**src/rtl/serial_operand_shifter.sv**
```systemverilog
// serial_operand_shifter
//
// Parallel-in, serial-out operand feeder for the serial bit adder.
// Two WIDTH-bit operands are captured in one cycle, then presented
// LSB-first, one bit pair per cycle, with framing strobes so the adder
// can clear its carry on the first bit and close out on the last.
//
// Ports:
//   clk        rising-edge clock
//   rst        synchronous, active-high reset
//   start      load request, sampled only while ready=1
//   a_in/b_in  operands, captured on an accepted start
//   hold       stall; freezes shifting while high (SHIFT only)
//   ready      idle, will accept start
//   a_bit      current bit of A (shift register LSB)
//   b_bit      current bit of B (shift register LSB)
//   bit_valid  a_bit/b_bit valid this cycle (combinational on hold)
//   first_bit  bit 0 of the frame, qualified by bit_valid
//   last_bit   bit WIDTH-1 of the frame, qualified by bit_valid
//   bit_idx    index of the bit currently presented
//   done       one-cycle pulse after the last bit is consumed
module serial_operand_shifter #(
  parameter  int WIDTH = 8,
  localparam int IDXW  = $clog2(WIDTH)
) (
  input  logic             clk,
  input  logic             rst,
  input  logic             start,
  input  logic [WIDTH-1:0] a_in,
  input  logic [WIDTH-1:0] b_in,
  input  logic             hold,
  output logic             ready,
  output logic             a_bit,
  output logic             b_bit,
  output logic             bit_valid,
  output logic             first_bit,
  output logic             last_bit,
  output logic [IDXW-1:0]  bit_idx,
  output logic             done
);

  typedef enum logic [1:0] {
    IDLE  = 2'd0,
    SHIFT = 2'd1,
    DONE  = 2'd2
  } state_t;

  state_t           state;
  state_t           state_nxt;
  logic [WIDTH-1:0] sa;
  logic [WIDTH-1:0] sb;
  logic [IDXW-1:0]  idx;
  logic             last_idx;

  assign last_idx = (idx == IDXW'(WIDTH - 1));

  // State register
  always_ff @(posedge clk) begin
    if (rst) begin
      state <= IDLE;
    end else begin
      state <= state_nxt;
    end
  end

  // Next-state logic
  always_comb begin
    state_nxt = state;
    case (state)
      IDLE: begin
        if (start) begin
          state_nxt = SHIFT;
        end
      end
      SHIFT: begin
        if (!hold && last_idx) begin
          state_nxt = DONE;
        end
      end
      DONE: begin
        state_nxt = IDLE;
      end
      default: begin
        state_nxt = IDLE;
      end
    endcase
  end

  // Operand shift registers and bit index.
  // idx is cleared in DONE so the register already reads 0 when IDLE
  // is re-entered, and it stops at WIDTH-1 rather than wrapping.
  always_ff @(posedge clk) begin
    if (rst) begin
      sa  <= '0;
      sb  <= '0;
      idx <= '0;
    end else begin
      case (state)
        IDLE: begin
          if (start) begin
            sa  <= a_in;
            sb  <= b_in;
            idx <= '0;
          end
        end
        SHIFT: begin
          if (!hold) begin
            sa <= sa >> 1;
            sb <= sb >> 1;
            if (!last_idx) begin
              idx <= idx + IDXW'(1);
            end
          end
        end
        DONE: begin
          idx <= '0;
        end
        default: begin
          idx <= '0;
        end
      endcase
    end
  end

  // Output decode; only the strobes look at hold.
  always_comb begin
    ready     = 1'b0;
    a_bit     = 1'b0;
    b_bit     = 1'b0;
    bit_valid = 1'b0;
    first_bit = 1'b0;
    last_bit  = 1'b0;
    bit_idx   = '0;
    done      = 1'b0;
    case (state)
      IDLE: begin
        ready = 1'b1;
      end
      SHIFT: begin
        a_bit     = sa[0];
        b_bit     = sb[0];
        bit_valid = !hold;
        first_bit = !hold && (idx == '0);
        last_bit  = !hold && last_idx;
        bit_idx   = idx;
      end
      DONE: begin
        done = 1'b1;
      end
      default: begin
        ready = 1'b0;
      end
    endcase
  end

endmodule

```
**config.mk**
```make
export PLATFORM = sky130hd
export DESIGN_NAME = serial_operand_shifter
export DESIGN_NICKNAME = d
export VERILOG_FILES = /design/src/rtl/serial_operand_shifter.sv
export SDC_FILE = /design/constraint.sdc
export NUM_CORES = 1
export LEC_CHECK = 0
export CORE_AREA = 5 5 62 50
export CTS_BUF_LIST = sky130_fd_sc_hd__clkbuf_4 sky130_fd_sc_hd__clkbuf_8 sky130_fd_sc_hd__clkbuf_16
export DETAILED_ROUTE_END_ITERATION = 16
export DIE_AREA = 0 0 67 55
export PLACE_DENSITY_LB_ADDON = 0.08
export SYNTH_ARGS = -nofsm -noshare
export SYNTH_HDL_FRONTEND = slang
export SYNTH_SLANG_ARGS = --single-unit
```
**constraint.sdc**
```tcl
create_clock -name clk -period 2 [get_ports clk]
set_input_delay 0.3 -clock clk [delete_from_list [all_inputs] [get_ports clk]]
set_output_delay 0.3 -clock clk [all_outputs]
set_load 0.1 [all_outputs]
```
---- Word level (Yosys, flattened, before mapping) ----
Index checks and enable logic that the tools add are counted.
storage, ports and cells
  register bits ........................... 21
  input bits .............................. 20
  output and inout port bits .............. 10
  word-level logic and storage cells ...... 42
cells by class
  add/sub/neg operators ................... 1
  equality and inequality tests ........... 7
  multiplexer cells ....................... 21
  reductions and logical operators ........ 9
operators by type and width
  operator             count
  $mux 8               4
  $pmux 8 s2           2
  $mux 3               4
  $ne 2x2->1 const B   4
  $mux 1               7
  $pmux 3 s2           1
  $reduce_and 3->1     2
  $mux 2               2
  $pmux 2 s2           1
  $add 3x1->3 const B  1
  $eq 3x3->1 const B   1
  $logic_not 3->1      1
  $eq 2x1->1 const B   1
  $eq 2x2->1 const B   1
  $logic_and 1x1->1    2
  $logic_not 2->1      1
  $reduce_and 2->1     1
  $reduce_bool 2->1    1
  $logic_not 1->1      1

---- Depth between registers and ports, before layout ----
Gate-level depths: netlist of run 1.
  word-level depth ........................ 4
  gate-level depth with buffers ........... 5
  mapped depth without buffers ............ 5

---- Worst setup path before layout of run 1 ----
Ideal clock, no wire load.
  path kind ............................... reg2out
  start point ............................. register state[1]
  end point ............................... output first_bit
  arrival ................................. 1.857 ns
  data required time ...................... 1.700 ns
  setup slack ............................. -0.157 ns
  cell stages (with the launch flop) ...... 5
  buffers on the path ..................... 2
  cell sequence ........................... dfxtp_1 > buf_6 > nor3b_4 > buf_6 > and3b_1
between the ends
  longest elaborated chain between the ends .. 2
RTL lines
  item                    RTL line  text
  from (decl)             48        state_t state;
  from (signal assigned)  62        state <= state_nxt;
  $eq 2x1->1              135       case (state)
  $mux 1                  135
  to (decl)               36        output logic first_bit,
No other way between the ends.

---- Final worst setup path of run 1 ----
  start point ............................. input hold
  end point ............................... output last_bit
between the ends
  longest elaborated chain between the ends .. 3
RTL lines
  item               RTL line  text
  from (decl)        31        input logic hold,
  $logic_not 1->1    144       last_bit = !hold && last_idx;
  $logic_and 1x1->1  144
  $mux 1             135
  to (decl)          37        output logic last_bit,
No other way between the ends.

==> impl_summary.txt, run 1 <==
----------------------------------------------------
[Route]
  Via count ... just under 900
  Number of DRC markers in iteration 0 ... 47
  Remaining antenna violation count after routing ... 0
  Final WL ... around 2200 um
  Pre-antenna DRT Iters ... 4
  Routed wire length per instance ... between 10 and 15 um
  Number of vias per cell ... 4.97
  DRC viols ... 0

[Timing]
  Final worst clock skew ... 0.00258 ns
  Final setup violation count ... 0
  Worst slew slack as a fraction of its limit ... 58.5%
  Max Fclk ... ~540 MHz
  Final count of pins violating max slew ... 0
  Setup repair after global routing missed its margin ... false
  Final Critical Period ... 1.86 ns
  Setup ws final ... 0.144 ns
  Hold Violations, Final ... 0
  Final period util ... 92.8%
  Hold Worst Slack ... 0.490 ns
  Final TNS setup ... 0 ns
  Worst slew pin tran ... 0.620 ns

[Setup path]
  Slowest cell on the critical path ... sky130_fd_sc_hd__clkdlybuf4s50_1
  Type of element launching the critical path ... primary input
  Element type at the critical path end ... output port
  Top delay family on crit path ... buffers and inverters
  Largest fanout on the critical path ... 5
  Cells along the critical path ... clkdlybuf4s50_1 -> nor3b_4 -> and2_1 -> buf_12
  Crit path required time ... 1.70 ns
  Crit path buf inv count ... 2
  CP peak stage delay ... 0.52 ns
  Critical setup path kind ... primary input to output port
  Critical path data arrival time ... about 1.6 ns

[Worst hold path]
  Classification of the worst-slack hold path ... flip-flop to flip-flop

[Floorplan]
  FP Rows ... 16
  Floorplan die width ... 67 um
  Die footprint ... approximately 3700 um^2
  Placeable Area ... 2460 um^2
  Initial core utilization ... 43.2%
  Die extent in y ... 55 um
  I/O pin total ... 30

[Layout]
  Filler cells ... 217
  Antenna cells ... 0
  Cell area after layout ... around 1500 um^2
  Layout overhead on the synthesized area ... 41.0%
  Ratio of cells with drive above 1 in the final layout ... 30.2%
  Final design utilization ... 61.0%
  Total Nets Final ... 163
  Final cell count without fillers ... roughly 180

[Global routing]
  All-layer global routing usage ... 13.7%
  Largest net degree at the start of global routing ... 20
  M3 GR Usage ... roughly 5.3%
  Met2 global-route usage ... 21.2%
  Met1 Usage GRT ... 17.7%
  Most Crowded Layer GR ... met2
  Antenna violations before repair ... 0
  Number of global-route vias before repair ... 830
  Global route total overflow ... 0
  First-pass GRT wire length ... 3730 um

[Place]
  Count of input and output buffers ... 29
  DP HPWL ... approximately 1600 um
  Placed Area ... around 1500 um^2
  Gp weighted congestion ... 0.772
  Placed cell count ... 171
  Worst setup slack after placement ... ~0.16 ns

[Yosys]
  Async set-reset flop share out of synthesis ... 0%
  Commonest cells in the synthesized netlist ... sky130_fd_sc_hd__dfxtp_1, sky130_fd_sc_hd__a21oi_1, sky130_fd_sc_hd__inv_1, sky130_fd_sc_hd__o221a_2, sky130_fd_sc_hd__and2_1
  Main synth FF type ... sky130_fd_sc_hd__dfxtp_1
  Share of synthesized area occupied by flip-flops and latches ... 39.5%
  Cell Area, Synth ... 1060 um^2
  Syn. warnings ... 0
  Share of the synthesized area in the top cell type ... 39.5%
  Most area-hungry cell type in the Yosys netlist ... sky130_fd_sc_hd__dfxtp_1
  Net Count, Synth ... 132
  Post-Syn Area per Cell ... 9.77 um^2
  Syn Inst Count ... between 100 and 150
  Most repeated cell in the gate-level netlist after synthesis ... sky130_fd_sc_hd__dfxtp_1
  Flip-flop and latch count after synthesis ... 21
  Number of library cell types mapped by synthesis ... 24
  Number of flops mapped to enable cells by yosys ... 0
  Cell types with the largest area share after synthesis ... sky130_fd_sc_hd__dfxtp_1, sky130_fd_sc_hd__o221a_2, sky130_fd_sc_hd__a21oi_1

[Clock network]
  Clock root buffer ... sky130_fd_sc_hd__clkbuf_4
  TritonCTS Buffers ... 3
  Clock tree from TritonCTS ... done
  CTS Sinks ... 21
  Clock Path Buffers ... 2
  H-tree levels ... 1
  Post-CTS Setup Repair Bufs ... 0
  Clk pin slew, worst setup/hold paths ... 0.11 ns
  Clock network latency to the later pin of the worst-skew pair ... roughly 0.3 ns

[Pwr]
  PwrDens ... 596 nW/um^2
  Peak supply drop ... about 0.43 mV
  Static power due to leakage ... 0.585 nW
  Total power ... 896 uW

[Flow run]
  Max_cap viols ... 0

[Run status]
  Result of the run ... completed

----------------------------------------------------
-- state kept, by name, indices dropped and copies added (netlist names) --
name,count
sb,8
state,2
idx,3
sa,8
-- logic make-up (layout without fill, tap and decap cells) --
group | count (synthesis) | after routing | share of synthesized area [%]
AOI/OAI and AO/OA | 35 | 35 | 26.8
buffers and inverters | 23 | 53 | 11.6
adders and majority gates | 3 | 3 | 3.53
and+or+nand+nor | 27 | 27 | 18.6
DFF | 21 | 21 | 39.5
-- power breakdown --
group | leakage (nW) | switching [mW] | internal [mW]
clock | 0.0177 | 0.128 | 0.0746
combinational | 0.394 | 0.114 | 0.111
sequential | 0.173 | 0.0188 | 0.450
total | 0.585 | 0.260 | 0.636
-- repair_timing --
action / in CTS / in global routing
hold buffers: 0 / 0
setup endpoints to repair: 0 / 7
resized for setup: 0 / 2
-- placed cells by master, fill, tap and decap left out --
cell type,Yosys,routed
sky130_fd_sc_hd__a21oi_4,1,1
sky130_fd_sc_hd__dfxtp_2,0,1
sky130_fd_sc_hd__clkbuf_4,0,3
sky130_fd_sc_hd__dfxtp_1,21,20
sky130_fd_sc_hd__nor2b_1,3,1
sky130_fd_sc_hd__nand3_1,3,3
sky130_fd_sc_hd__nand2_1,3,3
sky130_fd_sc_hd__and3b_2,0,1
sky130_fd_sc_hd__clkdlybuf4s50_1,0,19
sky130_fd_sc_hd__nor2b_2,0,2
sky130_fd_sc_hd__a211oi_1,1,1
sky130_fd_sc_hd__clkinv_2,0,1
sky130_fd_sc_hd__a21oi_1,16,16
sky130_fd_sc_hd__nand2b_4,1,1
sky130_fd_sc_hd__buf_4,0,4
sky130_fd_sc_hd__o32ai_1,2,2
sky130_fd_sc_hd__nor2_4,1,1
sky130_fd_sc_hd__inv_1,16,16
sky130_fd_sc_hd__nand2b_1,3,3
sky130_fd_sc_hd__buf_12,0,10
sky130_fd_sc_hd__nor3b_4,1,1
sky130_fd_sc_hd__nor3b_2,1,1
sky130_fd_sc_hd__nor3_1,1,1
sky130_fd_sc_hd__o22ai_1,1,1
sky130_fd_sc_hd__o221a_2,14,14
sky130_fd_sc_hd__and2_1,6,6
sky130_fd_sc_hd__nand4b_1,2,2
sky130_fd_sc_hd__ha_1,3,3
sky130_fd_sc_hd__or3b_2,1,1
-- worst min-delay path, stage by stage (launching register included) --
cell	delay, ns
sky130_fd_sc_hd__dfxtp_1	0.31
sky130_fd_sc_hd__inv_1	0.06
sky130_fd_sc_hd__o32ai_1	0.08
-- worst paths after layout --
check / depth (start not counted) / end / slack [ns] / start
max: 4 / last_bit / 0.14 / hold
min: 2 / sb[7] / 0.49 / sb[7]
max reg2reg: 5 / idx[1] / 0.41 / idx[0]
min reg2reg: 2 / sb[7] / 0.49 / sb[7]
-- per-layer routing --
layer | vias up | part of all wire, %
met2 | 24 | 41
met3 | 4 | 7.0
met4 | 0 | 0.92
met1 | 389 | 51
met5 | - | 0
li1 | 452 | -
-- layout make-up --
| cell class | count | area, um^2 | share of cell area (%) |
|---|---|---|---|
| Clock buffer | 3 | 22.5 | 1.50 |
| Multi-Input combinational cell | 65 | 527 | 35.1 |
| Clock inverter | 1 | 5.00 | 0.333 |
| Timing Repair Buffer | 33 | 420 | 28.0 |
| Inverter | 16 | 60.1 | 4.00 |
| Tap cell | 36 | 45.0 | 3.00 |
| Sequential cell | 21 | 422 | 28.1 |
Power figures use the tool's default switching activity.
==> run 2, diff against run 1 <==
--- a/config.mk
+++ b/config.mk
@@ -5,11 +5,11 @@
 export SDC_FILE = /design/constraint.sdc
 export NUM_CORES = 1
 export LEC_CHECK = 0
-export CORE_AREA = 5 5 62 50
+export CORE_AREA = 5 5 65 52
 export CTS_BUF_LIST = sky130_fd_sc_hd__clkbuf_4 sky130_fd_sc_hd__clkbuf_8 sky130_fd_sc_hd__clkbuf_16
 export DETAILED_ROUTE_END_ITERATION = 16
-export DIE_AREA = 0 0 67 55
-export PLACE_DENSITY_LB_ADDON = 0.08
+export DIE_AREA = 0 0 70 57
+export PLACE_DENSITY = 0.72
 export SYNTH_ARGS = -nofsm -noshare
 export SYNTH_HDL_FRONTEND = slang
 export SYNTH_SLANG_ARGS = --single-unit
==> constraint.sdc (replaced) <==
create_clock -name clk -period 1.7 [get_ports clk]
set_input_delay 0.255 -clock clk [delete_from_list [all_inputs] [get_ports clk]]
set_output_delay 0.255 -clock clk [all_outputs]
set_load 0.1 [all_outputs]
==> run 2 against run 1 <==
Net effect:
- combinational power rose by 22%
- first-iteration DRC count rose by 17%
- sequential share of layout area fell by 0.50 points
- final cell count rose by 1.7%
- worst hold slack improved by 0.0050 ns
- count of clock-buffer cells in the layout rose by 1
- worst setup slack got worse by 0.11 ns
==> impl_summary.txt, run 2 (same netlist as run 1, synthesis figures left out) <==
----------------------------------------------------
[Layout]
  Layout overhead on the synthesized area ... 45.7% (was 41.0%)
  Ratio of cells with drive above 1 in the final layout ... 38.6% (was 30.2%)
  Total Nets Final ... 164 (was 163)
  Cell area after layout ... 1550 um^2 (was 1500 um^2)
  Most common cell after layout, fill and taps aside ... sky130_fd_sc_hd__clkdlybuf4s50_1 (was sky130_fd_sc_hd__dfxtp_1)
  Commonest cells after routing, fill and taps aside ... sky130_fd_sc_hd__clkdlybuf4s50_1, sky130_fd_sc_hd__dfxtp_1, sky130_fd_sc_hd__inv_1, sky130_fd_sc_hd__a21oi_1, sky130_fd_sc_hd__o221a_2 (was sky130_fd_sc_hd__dfxtp_1, sky130_fd_sc_hd__clkdlybuf4s50_1, sky130_fd_sc_hd__inv_1, sky130_fd_sc_hd__a21oi_1, sky130_fd_sc_hd__o221a_2)
  Largest registers ... sa: 8 flops, sb: 8 flops, idx: 3 flops (unchanged)
  Final design utilization ... 56.1% (was 61.0%)
  Antenna cells ... 0 (unchanged)

[Clock network]
  Clock network latency to the later pin of the worst-skew pair ... 0.30 ns (about the same)
  Clock tree from TritonCTS ... done (unchanged)
  H-tree levels ... 1 (unchanged)
  Clk pin slew, worst setup/hold paths ... 0.11 ns (about the same)
  TritonCTS Buffers ... 3 (unchanged)
  CTS Sinks ... 21 (unchanged)
  Post-CTS Hold Fix Bufs ... 0 (unchanged)
  Clock root buffer ... sky130_fd_sc_hd__clkbuf_4 (unchanged)
  Clock Path Buffers ... 2 (unchanged)

[Pwr]
  PwrDens ... 697 nW/um^2 (was 596 nW/um^2)
  Static power due to leakage ... 0.600 nW (was 0.585 nW)
  Total power ... 1.08 mW (was 896 uW)
  Peak supply drop ... 0.359 mV (was 0.429 mV)

[Setup path]
  Critical setup path kind ... flip-flop to output port (was primary input to output port)
  Worst R2R Start ... idx[0] (unchanged)
  Element type at the critical path end ... output port (unchanged)
  Path depth of the worst reg2reg path ... 5 (unchanged)
  Crit path required time ... 1.44 ns (was 1.70 ns)
  Largest fanout on the critical path ... 7 (was 5)
  Critical path data arrival time ... 1.41 ns (was 1.56 ns)
  Beginning of the critical path ... state[1] (was hold)
  Type of element launching the critical path ... flip-flop (was primary input)

[Timing]
  Final setup violation count ... 0 (unchanged)
  Final period util ... 98.1%
  Final Critical Period ... around 1.7 ns
  Final count of pins violating max slew ... 0 (unchanged)
  Setup repair after global routing missed its margin ... true (was false)
  Hold Worst Slack ... 0.496 ns (was 0.490 ns)
  Worst slew pin tran ... 0.460 ns (was 0.620 ns)
  Final worst clock skew ... 0.00222 ns (was 0.00258 ns)
  Max Fclk ... 600 MHz
  Hold Violations, Final ... 0 (unchanged)
  Worst slew slack as a fraction of its limit ... 69.3% (was 58.5%)

[Route]
  Remaining antenna violation count after routing ... 0 (unchanged)
  Via count ... 898 (was 869)
  Final WL ... 2510 um (was 2170 um)
  DRC viols ... 0 (unchanged)
  Pre-antenna DRT Iters ... 4 (unchanged)
  Routed wire length per instance ... 14.1 um (was 12.4 um)
  Number of DRC markers in iteration 0 ... 55 (was 47)
  Number of vias per cell ... 5.04 (was 4.97)

[Floorplan]
  Die footprint ... 3990 um^2 (was 3690 um^2)
  Die extent in y ... 57 um (was 55 um)
  FP Rows ... 17 (was 16)
  Placeable Area ... 2770 um^2 (was 2460 um^2)
  Initial core utilization ... 38.5% (was 43.2%)
  Floorplan die width ... 70 um (was 67 um)
  I/O pin total ... 30 (unchanged)

[Global routing]
  All-layer global routing usage ... 12.9% (was 13.7%)
  Antenna violations before repair ... 0 (unchanged)
  Largest net degree at the start of global routing ... 24 (was 20)
  Number of global-route vias before repair ... 886 (was 830)
  First-pass GRT wire length ... 4200 um (was 3730 um)
  Global route total overflow ... 0 (unchanged)

[Worst hold path]
  Hold Path Stages ... 2 (unchanged)
  Critical hold path startpoint ... sa[7] (was sb[7])
  Classification of the worst-slack hold path ... flip-flop to flip-flop (unchanged)

[Run status]
  Result of the run ... completed (unchanged)

[Place]
  Gp weighted congestion ... 0.746 (was 0.772)
  Count of input and output buffers ... 29 (unchanged)
  Placed Area ... 1480 um^2 (was 1470 um^2)
  DP HPWL ... 1790 um (was 1590 um)

[Flow run]
  Max_cap viols ... 0 (unchanged)

----------------------------------------------------
==> run 2: changes by cell type in the layout (fill, tap and decap cells not counted), moves of 2 or more <==
cell                      before  now
sky130_fd_sc_hd__and2_1        6    0
sky130_fd_sc_hd__and2_2        0    5
sky130_fd_sc_hd__dfxtp_1      20   17
sky130_fd_sc_hd__dfxtp_2       1    3
==> run 2: power by group <==
group          switching, mW  internal (mW)  total [mW]
Clock                  0.150          0.108       0.257
Combinational          0.141          0.134       0.275
Sequential            0.0205          0.528       0.548
Total                  0.312          0.769        1.08
==> run 2: path summary, 6_finish.rpt <==
| check | slack (ns) | to |
|---|---|---|
| worst min register to register | 0.50 | sa[7] |
| worst max-delay path | 0.03 | first_bit |
| worst max register to register | 0.15 | idx[1] |
| worst min-delay path | 0.50 | sa[7] |
==> run 2: per-layer routing <==
metal,track usage (%),vias to the layer above,share of wire (%)
met5,0,-,0
met4,3.28,0,0.92
met3,4.93,5,4.8
met2,21.0,21,47
met1,16.1,422,47
li1,-,450,-
==> run 2: per-stage QoR <==
step	setup TNS [ns]	worst slack [ns]	instances
2_1_floorplan	-0.135	-0.135	109
3_3_place_gp	0	0.0482	173
3_5_place_dp	-0.0554	-0.0195	173
4_1_cts	0	0.00144	177
5_1_grt	-0.0277	-0.0207	178
6_report	0	0.0320	178
==> run 2: what timing repair did <==
| item | 4_1_cts | 5_1_grt |
|---|---|---|
| setup buffers | 0 | 1 |
| endpoints found under the hold margin | 0 | 0 |
| endpoints found under the setup margin | 8 | 7 |
| pin swaps | 1 | 2 |
| gates resized for setup | 7 | 5 |
==> run 2: worst max-delay path, stage by stage, from the launching register on <==
cell,delay (ns)
sky130_fd_sc_hd__dfxtp_4,0.41
sky130_fd_sc_hd__nor3b_4,0.27
sky130_fd_sc_hd__and3b_2,0.26
sky130_fd_sc_hd__buf_12,0.17
==> run 2: layout make-up <==
class	instances	area [um^2]
inverters	16	60.1
well taps	38	47.5
fillers	257	1210
multi-input cells	65	556
repair buffers	34	430
flip-flops and latches	21	428
clock buffers	4	30.0
